[src/rtl/rv32i_pkg.sv]
// Shared RV32I load/store encodings, LSU FSM states and byte-enable helpers.
package rv32i_pkg;

  localparam logic [2:0] F3_LB  = 3'b000;
  localparam logic [2:0] F3_LH  = 3'b001;
  localparam logic [2:0] F3_LW  = 3'b010;
  localparam logic [2:0] F3_LBU = 3'b100;
  localparam logic [2:0] F3_LHU = 3'b101;

  localparam logic [1:0] SIZE_BYTE = 2'b00;
  localparam logic [1:0] SIZE_HALF = 2'b01;

  localparam logic [3:0] BE_BYTE = 4'b0001;
  localparam logic [3:0] BE_HALF = 4'b0011;
  localparam logic [3:0] BE_WORD = 4'b1111;

  typedef enum logic [1:0] {
    IDLE = 2'b00,
    REQ  = 2'b01,
    DONE = 2'b10
  } lsu_state_t;

  // Half accesses only honour addr[1]; word accesses ignore both low bits.
  function automatic logic [3:0] byte_enables(input logic [1:0] size, input logic [1:0] off);
    logic [3:0] be;
    case (size)
      SIZE_BYTE: be = BE_BYTE << off;
      SIZE_HALF: be = BE_HALF << {off[1], 1'b0};
      default:   be = BE_WORD;
    endcase
    return be;
  endfunction

endpackage

[src/rtl/mem_access_unit_load_extend.sv]
// Combinational load lane select plus sign/zero extension (module load_extend).
module load_extend
  import rv32i_pkg::*;
(
  input  logic [2:0]  funct3_i,
  input  logic [1:0]  byte_off_i,
  input  logic [31:0] rdata_i,
  output logic [31:0] data_o
);

  logic [7:0]  lane_b;
  logic [15:0] lane_h;

  always_comb begin
    lane_b = rdata_i[{byte_off_i, 3'b000} +: 8];
    lane_h = byte_off_i[1] ? rdata_i[31:16] : rdata_i[15:0];
    case (funct3_i)
      F3_LB:   data_o = {{24{lane_b[7]}}, lane_b};
      F3_LH:   data_o = {{16{lane_h[15]}}, lane_h};
      F3_LBU:  data_o = {24'h000000, lane_b};
      F3_LHU:  data_o = {16'h0000, lane_h};
      default: data_o = rdata_i;
    endcase
  end

endmodule

[src/rtl/mem_access_unit.sv]
// Memory-stage load/store unit: one req/ready bus transaction per access, stalls M meanwhile.
// Optional MISALIGN_TRAP_EN: misaligned half/word accesses raise MisalignM instead of using the bus.
module mem_access_unit
  import rv32i_pkg::*;
#(
  parameter int ADDR_W = 32
) (
  input  logic              clk,
  input  logic              rst,
  input  logic              MemReadM,
  input  logic              MemWriteM,
  input  logic [2:0]        Funct3M,
  input  logic [31:0]       ALUResultM,
  input  logic [31:0]       WriteDataM,
  output logic [31:0]       ReadDataM,
  output logic              StallM,
  output logic              bus_req,
  output logic              bus_we,
  output logic [ADDR_W-1:0] bus_addr,
  output logic [31:0]       bus_wdata,
  output logic [3:0]        bus_be,
  input  logic              bus_ready,
`ifdef MISALIGN_TRAP_EN
  output logic              MisalignM,
`endif
  input  logic [31:0]       bus_rdata
);

  lsu_state_t        state_q, state_d;
  logic              mem_op, start;
  logic [ADDR_W-1:0] bus_addr_q;
  logic [31:0]       bus_wdata_q, wdata_d, rdata_q, load_data;
  logic [3:0]        bus_be_q;
  logic              bus_we_q;
  logic [2:0]        f3_q;
  logic [1:0]        off_q;

  assign mem_op = MemReadM | MemWriteM;

`ifdef MISALIGN_TRAP_EN
  logic misalign;
  always_comb begin
    misalign = 1'b0;
    case (Funct3M[1:0])
      SIZE_BYTE: misalign = 1'b0;
      SIZE_HALF: misalign = ALUResultM[0];
      default:   misalign = |ALUResultM[1:0];
    endcase
  end
  // Gated by rst so the combinational outputs read 0 while reset is held.
  assign start     = rst & mem_op & ~misalign;
  assign MisalignM = rst & (state_q == IDLE) & mem_op & misalign;
`else
  assign start = rst & mem_op;
`endif

  always_comb begin
    case (Funct3M[1:0])
      SIZE_BYTE: wdata_d = {4{WriteDataM[7:0]}};
      SIZE_HALF: wdata_d = {2{WriteDataM[15:0]}};
      default:   wdata_d = WriteDataM;
    endcase
  end

  always_comb begin
    state_d = state_q;
    StallM  = 1'b0;
    bus_req = 1'b0;
    case (state_q)
      IDLE: begin
        if (start) begin
          state_d = REQ;
          StallM  = 1'b1;
        end
      end
      REQ: begin
        StallM  = 1'b1;
        bus_req = 1'b1;
        if (bus_ready) state_d = DONE;
      end
      DONE:    state_d = IDLE;
      default: state_d = IDLE;
    endcase
  end

  // Lane selection uses the latched offset and funct3, not the live M-stage inputs.
  load_extend u_load_extend (
    .funct3_i   (f3_q),
    .byte_off_i (off_q),
    .rdata_i    (bus_rdata),
    .data_o     (load_data)
  );

  always_ff @(posedge clk or negedge rst) begin
    if (!rst) begin
      state_q     <= IDLE;
      bus_addr_q  <= '0;
      bus_wdata_q <= '0;
      bus_be_q    <= '0;
      bus_we_q    <= 1'b0;
      f3_q        <= '0;
      off_q       <= '0;
      rdata_q     <= '0;
    end else begin
      state_q <= state_d;
      if (state_q == IDLE && start) begin
        bus_addr_q  <= ADDR_W'({ALUResultM[31:2], 2'b00});
        bus_wdata_q <= wdata_d;
        bus_be_q    <= byte_enables(Funct3M[1:0], ALUResultM[1:0]);
        bus_we_q    <= MemWriteM;
        f3_q        <= Funct3M;
        off_q       <= ALUResultM[1:0];
      end
      if (state_q == REQ && bus_ready && !bus_we_q) rdata_q <= load_data;
    end
  end

  assign bus_addr  = bus_addr_q;
  assign bus_wdata = bus_wdata_q;
  assign bus_be    = bus_be_q;
  assign bus_we    = bus_we_q;
  assign ReadDataM = rdata_q;

endmodule

[config.mk]
export PLATFORM = sky130hd
export DESIGN_NAME = mem_access_unit
export DESIGN_NICKNAME = d
export VERILOG_FILES = /design/src/rtl/rv32i_pkg.sv /design/src/rtl/mem_access_unit_load_extend.sv /design/src/rtl/mem_access_unit.sv
export SDC_FILE = /design/constraint.sdc
export NUM_CORES = 1
export LEC_CHECK = 0
export ABC_AREA = 0
export BUFFER_PORTS_ARGS = -buffer_cell sky130_fd_sc_hd__buf_2
export CORE_MARGIN = 2
export CORE_UTILIZATION = 35
export DETAILED_ROUTE_END_ITERATION = 16
export HOLD_SLACK_MARGIN = 0.1
export SLEW_MARGIN = 20
export SYNTH_ARGS = -nofsm -noshare
export SYNTH_HDL_FRONTEND = slang
export SYNTH_SLANG_ARGS = --single-unit
[constraint.sdc]
create_clock -name clk -period 1.8 [get_ports clk]
set_clock_uncertainty 0.1 [all_clocks]
set_input_delay 0.36 -clock clk [delete_from_list [all_inputs] [get_ports clk]]
set_output_delay 0.36 -clock clk [all_outputs]
set_load 0.03 [all_outputs]
==> metrics.md, run 1 <==
| Metric | Value |
|---|---|
| Chip width | `126 um` |
| Final WS setup | `0.120 ns` |
| Share of the yosys chip area belonging to registers | `0.508` |
| Tightest Pin Transition | `0.619 ns` |
| Die footprint | `15900 um2` |
| Hpwl dp | `10400 um` |
| GRT Residual Overflow | `0` |
| Initial Utilization | `0.359` |
| Post-DR wirelength/cell | `16.8 um` |
| Netlist cell types | `36` |
| Share of layout cells above drive strength 1 | `0.450` |
| Multi-input logic area | `2340 um2` |
| TritonRoute pass-1 iters | `4` |
| Clock network fraction of design power | `0.197` |
| Seq pwr share | `0.344` |
| Max Cap Viol | `0` |
| NetSw | `4880 uW` |
| Dpl ws | `0.0780 ns` |
| Post-synth ARST share | `1.00` |
| Antenna diode count | `0` |
| CTS tree | `built` |
| Gr usage total | `0.178` |
| Drt total wl | `14200 um` |
| Total internal power | `6630 uW` |
| Largest net degree at the start of global routing | `107` |
| Synth Instances | `459` |
| Slew margin rel. | `0.587` |
| CTS Buf Count | `9` |
| Num rows | `44` |
| # IOs | `207` |
| Switching Fraction | `0.424` |
| Core Area | `14500 um2` |
| Clock slew seen by the registers of the worst setup and hold paths | `0.07 ns` |
| CP max stage delay | `0.57 ns` |
| Port Buffer Count | `204` |
| Power Density | `1680 nW/um2` |
| Routability congestion estimate | `0.851` |
| Clock tree buffer depth | `2` |
| Final hold violations | `0` |
| Synth Cell Area | `5220 um2` |
| Setup-failing EPs final | `0` |
| Comb power frac | `0.459` |
| Slowest cell on crit path | `dfrtp_1` |
| Initial antenna violation count | `0` |
| Tmin final | `1.68 ns` |
| Post-synthesis area per instance | `11.4 um2` |
| First-pass GRT wire length | `22400 um` |
| Via count | `4296` |
| 1st-iter DRT viols | `255` |
| Crit path kind | `reg -> reg` |
| Synth Flop Type | `dfrtp_1` |
| Layout fillers | `1385` |
| Outcome | `completed` |
| Number of global-route vias before repair | `4186` |
| Post-synth EDFFs | `0` |
| Fmax | `0.595 GHz` |
| Worst Setup End Kind | `register` |
| Reg area | `2650 um2` |
| CP required | `1.92 ns` |
| Crit path cell chain | `mux2i_1, o22ai_2, nor3_4, buf_12, o21ai_0` |
| CP max FO | `16` |
| Final Instance Area | `6870 um2` |
| Antenna-violating nets left | `0` |
| Hold Crit Class | `in -> reg` |
| Area grow syn2layout | `31.5%` |
| CP Launch Type | `register` |
| Clk_lat worst skew | `0.35 ns` |
| Worst vdd ir | `0.845 mV` |
| Total chip power | `11500 uW` |
| Final TNS setup | `0 ns` |
| H-tree depth | `3` |
| Via density | `5.08` |
| Clock Sink Count | `106` |
| DRC viols | `0` |
| Final nets | `761` |
| Slew Limit Fails | `0` |
| Root Driver | `clkbuf_16` |
| Unrepaired setup endpoints after global routing | `no` |
| Chip height | `126 um` |
| Worst Path Arrival | `1.80 ns` |
| Post-DP Area | `6490 um2` |
| Tcrit/Tclk final | `0.933` |
| Post-synthesis register bit count | `106` |
| Yosys warnings | `0` |
| Hold_ws | `0.132 ns` |
| LEAKAGE | `0.00336 uW` |
-- final cells by class --
type | count | share of cell area
flip-flops and latches | 106 | 0.386
multi-input cells | 313 | 0.341
repair buffers | 224 | 0.188
well taps | 184 | 0.0335
clock buffers | 10 | 0.0333
clock inverters | 6 | 0.0164
inverters | 3 | 0.00164
-- metal layers --
layer / track usage / up-vias / wire (um) / share of wire
met1: 0.233 / 2075 / 6240 / 0.44
li1: - / 2040 / - / -
met2: 0.284 / 167 / 6650 / 0.47
met3: 0.0637 / 14 / 1190 / 0.083
met4: 0.0433 / 0 / 173 / 0.012
met5: 0 / - / 0 / 0
-- cell families after synthesis --
| kind of cell | after synthesis | synth area share |
|---|---|---|
| DFF | 106 | 0.508 |
| AOI/OAI and AO/OA | 145 | 0.157 |
| and+or+nand+nor | 82 | 0.0879 |
| buffers and inverters | 41 | 0.0446 |
| other | 1 | 0.000718 |
| muxes | 84 | 0.202 |
-- synthesized netlist by cell type, drive strengths merged (2+ instances only) --
cell,n,area (um2)
nor4bb,7,70.1
nor2b,2,12.5
a21oi,41,205
nand2,38,143
mux2i,34,340
mux2,50,713
o21ai,69,345
a31oi,8,50.1
dfrtp,106,2650
o211ai,16,120
nor3,2,32.5
or3,9,61.3
clkbuf,15,56.3
inv,3,11.3
nand2b,4,25.0
o22a,7,61.3
buf,23,165
nor2,15,58.8
-- sequential cells by signal, summed over array words and instances, names as in the netlist --
name / count
bus_be: 4
state_q: 2
bus_wdata: 32
bus_we: 1
f3_q: 3
off_q: 2
bus_addr: 30
ReadDataM: 32
-- what timing repair did --
item | in CTS | in global routing
gates resized for setup | 0 | 1
hold buffers | 1 | 0
endpoints found under the setup margin | 0 | 5
buffers inserted | 0 | 2
endpoints found under the hold margin | 106 | 0
-- critical path: cells and delay by family, from the launching register on --
family,cells,cell delay [ns]
multiplexers,1,0.26
AO/OA/AOI/OAI,2,0.23
buffers and inverters,1,0.16
AND/OR/NAND/NOR,1,0.23
flip-flops,1,0.57
-- metrics by stage --
step,std cells,util
2_1_floorplan,460,-
3_3_place_gp,827,0.446
3_5_place_dp,827,0.446
4_1_cts,844,0.470
5_1_grt,846,0.472
6_report,846,0.472
-- power groups by stage --
stage                     Clock (uW)  Combinational, uW  Sequential, uW
after floorplan                    0               1950            5660
after global placement             0               5230            3960
after detailed placement           0               5320            3970
after CTS                       2340               5320            3950
after global routing            2430               5640            4080
final                           2270               5290            3960
-- layout by cell type (no fill, tap or decap), types with 2 or more instances in the layout --
cell type  count
nand2_1       38
bufinv_16      3
buf_2        203
inv_1          2
nor2b_1        2
dfrtp_1      105
or3_1          8
mux2_4        40
clkbuf_16      9
o21ai_1       10
buf_4         11
nor3_4         2
conb_1         2
o22a_1         7
nor2_1        14
a21oi_1       41
a31oi_1        8
o21ai_0       59
mux2i_1       34
nor4bb_1       7
nand2b_1       4
o211ai_1      16
mux2_2        10
buf_12         9
-- final timing paths --
kind	from	end	slack, ns	depth (start not counted)
min reg2reg	bus_wdata[11]	bus_wdata[11]	0.38	2
min in group asynchronous	rst	ReadDataM[9]	0.56	3
max	off_q[0]	ReadDataM[17]	0.12	5
max in group asynchronous	rst	ReadDataM[17]	0.52	3
max reg2reg	off_q[0]	ReadDataM[17]	0.12	5
min	ALUResultM[5]	bus_addr[5]	0.13	2
No activity file was read; power rests on OpenSTA's default activity.
==> run 2, diff against run 1 <==
==> constraint.sdc (replaced) <==
create_clock -name clk -period 2.16 [get_ports clk]
set_clock_uncertainty 0.1 [all_clocks]
set_input_delay 0.432 -clock clk [delete_from_list [all_inputs] [get_ports clk]]
set_output_delay 0.432 -clock clk [all_outputs]
set_load 0.03 [all_outputs]
==> run 2 against run 1 <==
  * Routed wire length up 0.62%
  * Clock-buffer cell count down 1
  * Combinational power decreased by 19%
  * Register-to-register slack improved by 0.18 ns
  * Non-clock buffer count is 6 lower
  * Flip-flop and latch count unchanged
  * Cell count fell by 0.71%
  * First-iteration DRC count is 16% higher
  * Critical endpoint is now ReadDataM[30]
  * Largest power group unchanged
==> metrics.md, run 2 (synthesis results as in run 1) <==
| Metric | Value |
|---|---|
| Outcome | `completed` |
| CTS tree | `built` |
| Crit path kind | `reg -> reg` |
| CP Launch Type | `register` |
| Port Buffer Count | `204` |
| Met2 WL | `6630 um` |
| First-pass GRT wire length | `22800 um` |
| Clock tree buffer depth | `2` |
| DRC viols | `0` |
| Setup-failing EPs final | `0` |
| Tcrit/Tclk final | `0.860` |
| Clk_lat worst skew | `0.35 ns` |
| Most common cell after layout, fill and taps aside | `buf_2` |
| Gr usage total | `0.180` |
| Tightest Pin Transition | `0.716 ns` |
| Slew Limit Fails | `0` |
| CP max FO | `16` |
| Chip width | `126 um` |
| Drt total wl | `14300 um` |
| Cts repair resizes | `0` |
| Final TNS setup | `0 ns` |
| Post-CTS Setup Inserts | `0` |
| Hpwl dp | `10600 um` |
| Worst R2R Setup Slack | `0.30 ns` |
| 1st-iter DRT viols | `297` |
| Share of layout cells above drive strength 1 | `0.447` |
| GRT Residual Overflow | `0` |
| Tmin final | `1.86 ns` |
| CTS Buf Count | `9` |
| Routability congestion estimate | `0.859` |
| Number of global-route vias before repair | `4344` |
| Hold Buf Count CTS | `0` |
| Final Instance Area | `6700 um2` |
| Root Driver | `clkbuf_16` |
| Chip height | `126 um` |
| Area grow syn2layout | `28.4%` |
| LEAKAGE | `0.00328 uW` |
| Slew margin rel. | `0.523` |
| H-tree depth | `3` |
| Worst r2r dst | `ReadDataM[30]` |
| Worst Setup End Kind | `register` |
| Fmax | `0.539 GHz` |
| Total chip power | `9300 uW` |
| TritonRoute pass-1 iters | `4` |
| Power Density | `1390 nW/um2` |
| Initial antenna violation count | `0` |
| Clock Sink Count | `106` |
| Post-DP Area | `6400 um2` |
| Final nets | `755` |
| Unrepaired setup endpoints after global routing | `no` |
| Hold Crit Class | `in -> async` |
| CP required | `2.26 ns` |
| Final hold violations | `0` |
| Commonest non-fill, non-tap cells in the layout | `203 x buf_2, 106 x dfrtp_1, 59 x o21ai_0, 41 x a21oi_1, 40 x mux2_4` |
| Post-route met1 wirelength | `6420 um` |
| Antenna diode count | `0` |
| Max Cap Viol | `0` |
| Met3 WL | `1040 um` |
| Clock slew seen by the registers of the worst setup and hold paths | `0.07 ns` |
| Worst Path Arrival | `1.96 ns` |
| Via count | `4310` |
| Initial Utilization | `0.359` |
| Num rows | `44` |
| Fin util | `0.461` |
| Final Non-Filler Cells | `840` |
| Die footprint | `15900 um2` |
| Worst R2R Path Depth | `4` |
| Core Area | `14500 um2` |
| Antenna-violating nets left | `0` |
| Post-DR wirelength/cell | `17.1 um` |
| # IOs | `207` |
| Top sig layer | `met4` |
| Worst vdd ir | `0.567 mV` |
| Post-Place Cells | `824` |
| Via density | `5.13` |
| RR Startpoint | `off_q[0]` |
| Largest net degree at the start of global routing | `55` |
-- run 2: cell count changes in the layout (fill, tap and decap cells not counted), sizes merged --
cell         previous run  this run
buf                   223       218
clkinvlp                0         4
bufinv                  3         1
clkbuf                 10         9
clkinv                  2         1
dlygate4sd3             1         0
-- run 2: worst max path at each step --
stage               from             to  slack (ns)  cells past startpoint
5_1_grt         off_q[0]  ReadDataM[30]        0.12                      4
6_report        off_q[0]  ReadDataM[30]        0.30                      4
3_3_place_gp         rst   bus_addr[22]        0.29                      5
4_1_cts         off_q[0]  ReadDataM[30]        0.29                      4
2_1_floorplan     bus_we  ReadDataM[12]        0.50                      5
3_5_place_dp   MemWriteM   bus_wdata[5]        0.27                      5
-- run 2: power by group --
part           total, uW  switching [uW]  internal [uW]
clock               1680             771            905
sequential          3310             550           2760
combinational       4310            2760           1550
-- run 2: routing by layer --
| layer | global-route usage | vias up |
|---|---|---|
| met4 | 0.0562 | 0 |
| met5 | 0 | - |
| met3 | 0.0523 | 18 |
| met1 | 0.235 | 2099 |
| met2 | 0.290 | 160 |
| li1 | - | 2033 |
-- run 2: cell type report --
| type | count | area, um2 |
|---|---|---|
| timing repair buffer | 218 | 1170 |
| fill | 1420 | 7830 |
| tap | 184 | 230 |
| sequential | 106 | 2650 |
| clock inverter | 7 | 77.6 |
| clock buffer | 9 | 225 |
| multi-input combinational | 313 | 2340 |
| inverter | 3 | 11.3 |
-- run 2: worst max-delay path: stages (launching register included) --
cell and delay [ns]:
dfrtp_1 0.53, mux2i_1 0.25, o22ai_2 0.13, nor3_4 0.49, o21ai_0 0.20
-- run 2: per-stage QoR --
step | hold slack [ns] | setup WS, ns
2_1_floorplan | 0.0364 | 0.504
3_3_place_gp | 0.358 | 0.293
3_5_place_dp | 0.370 | 0.269
4_1_cts | 0.160 | 0.291
5_1_grt | 0.190 | 0.123
6_report | 0.141 | 0.303
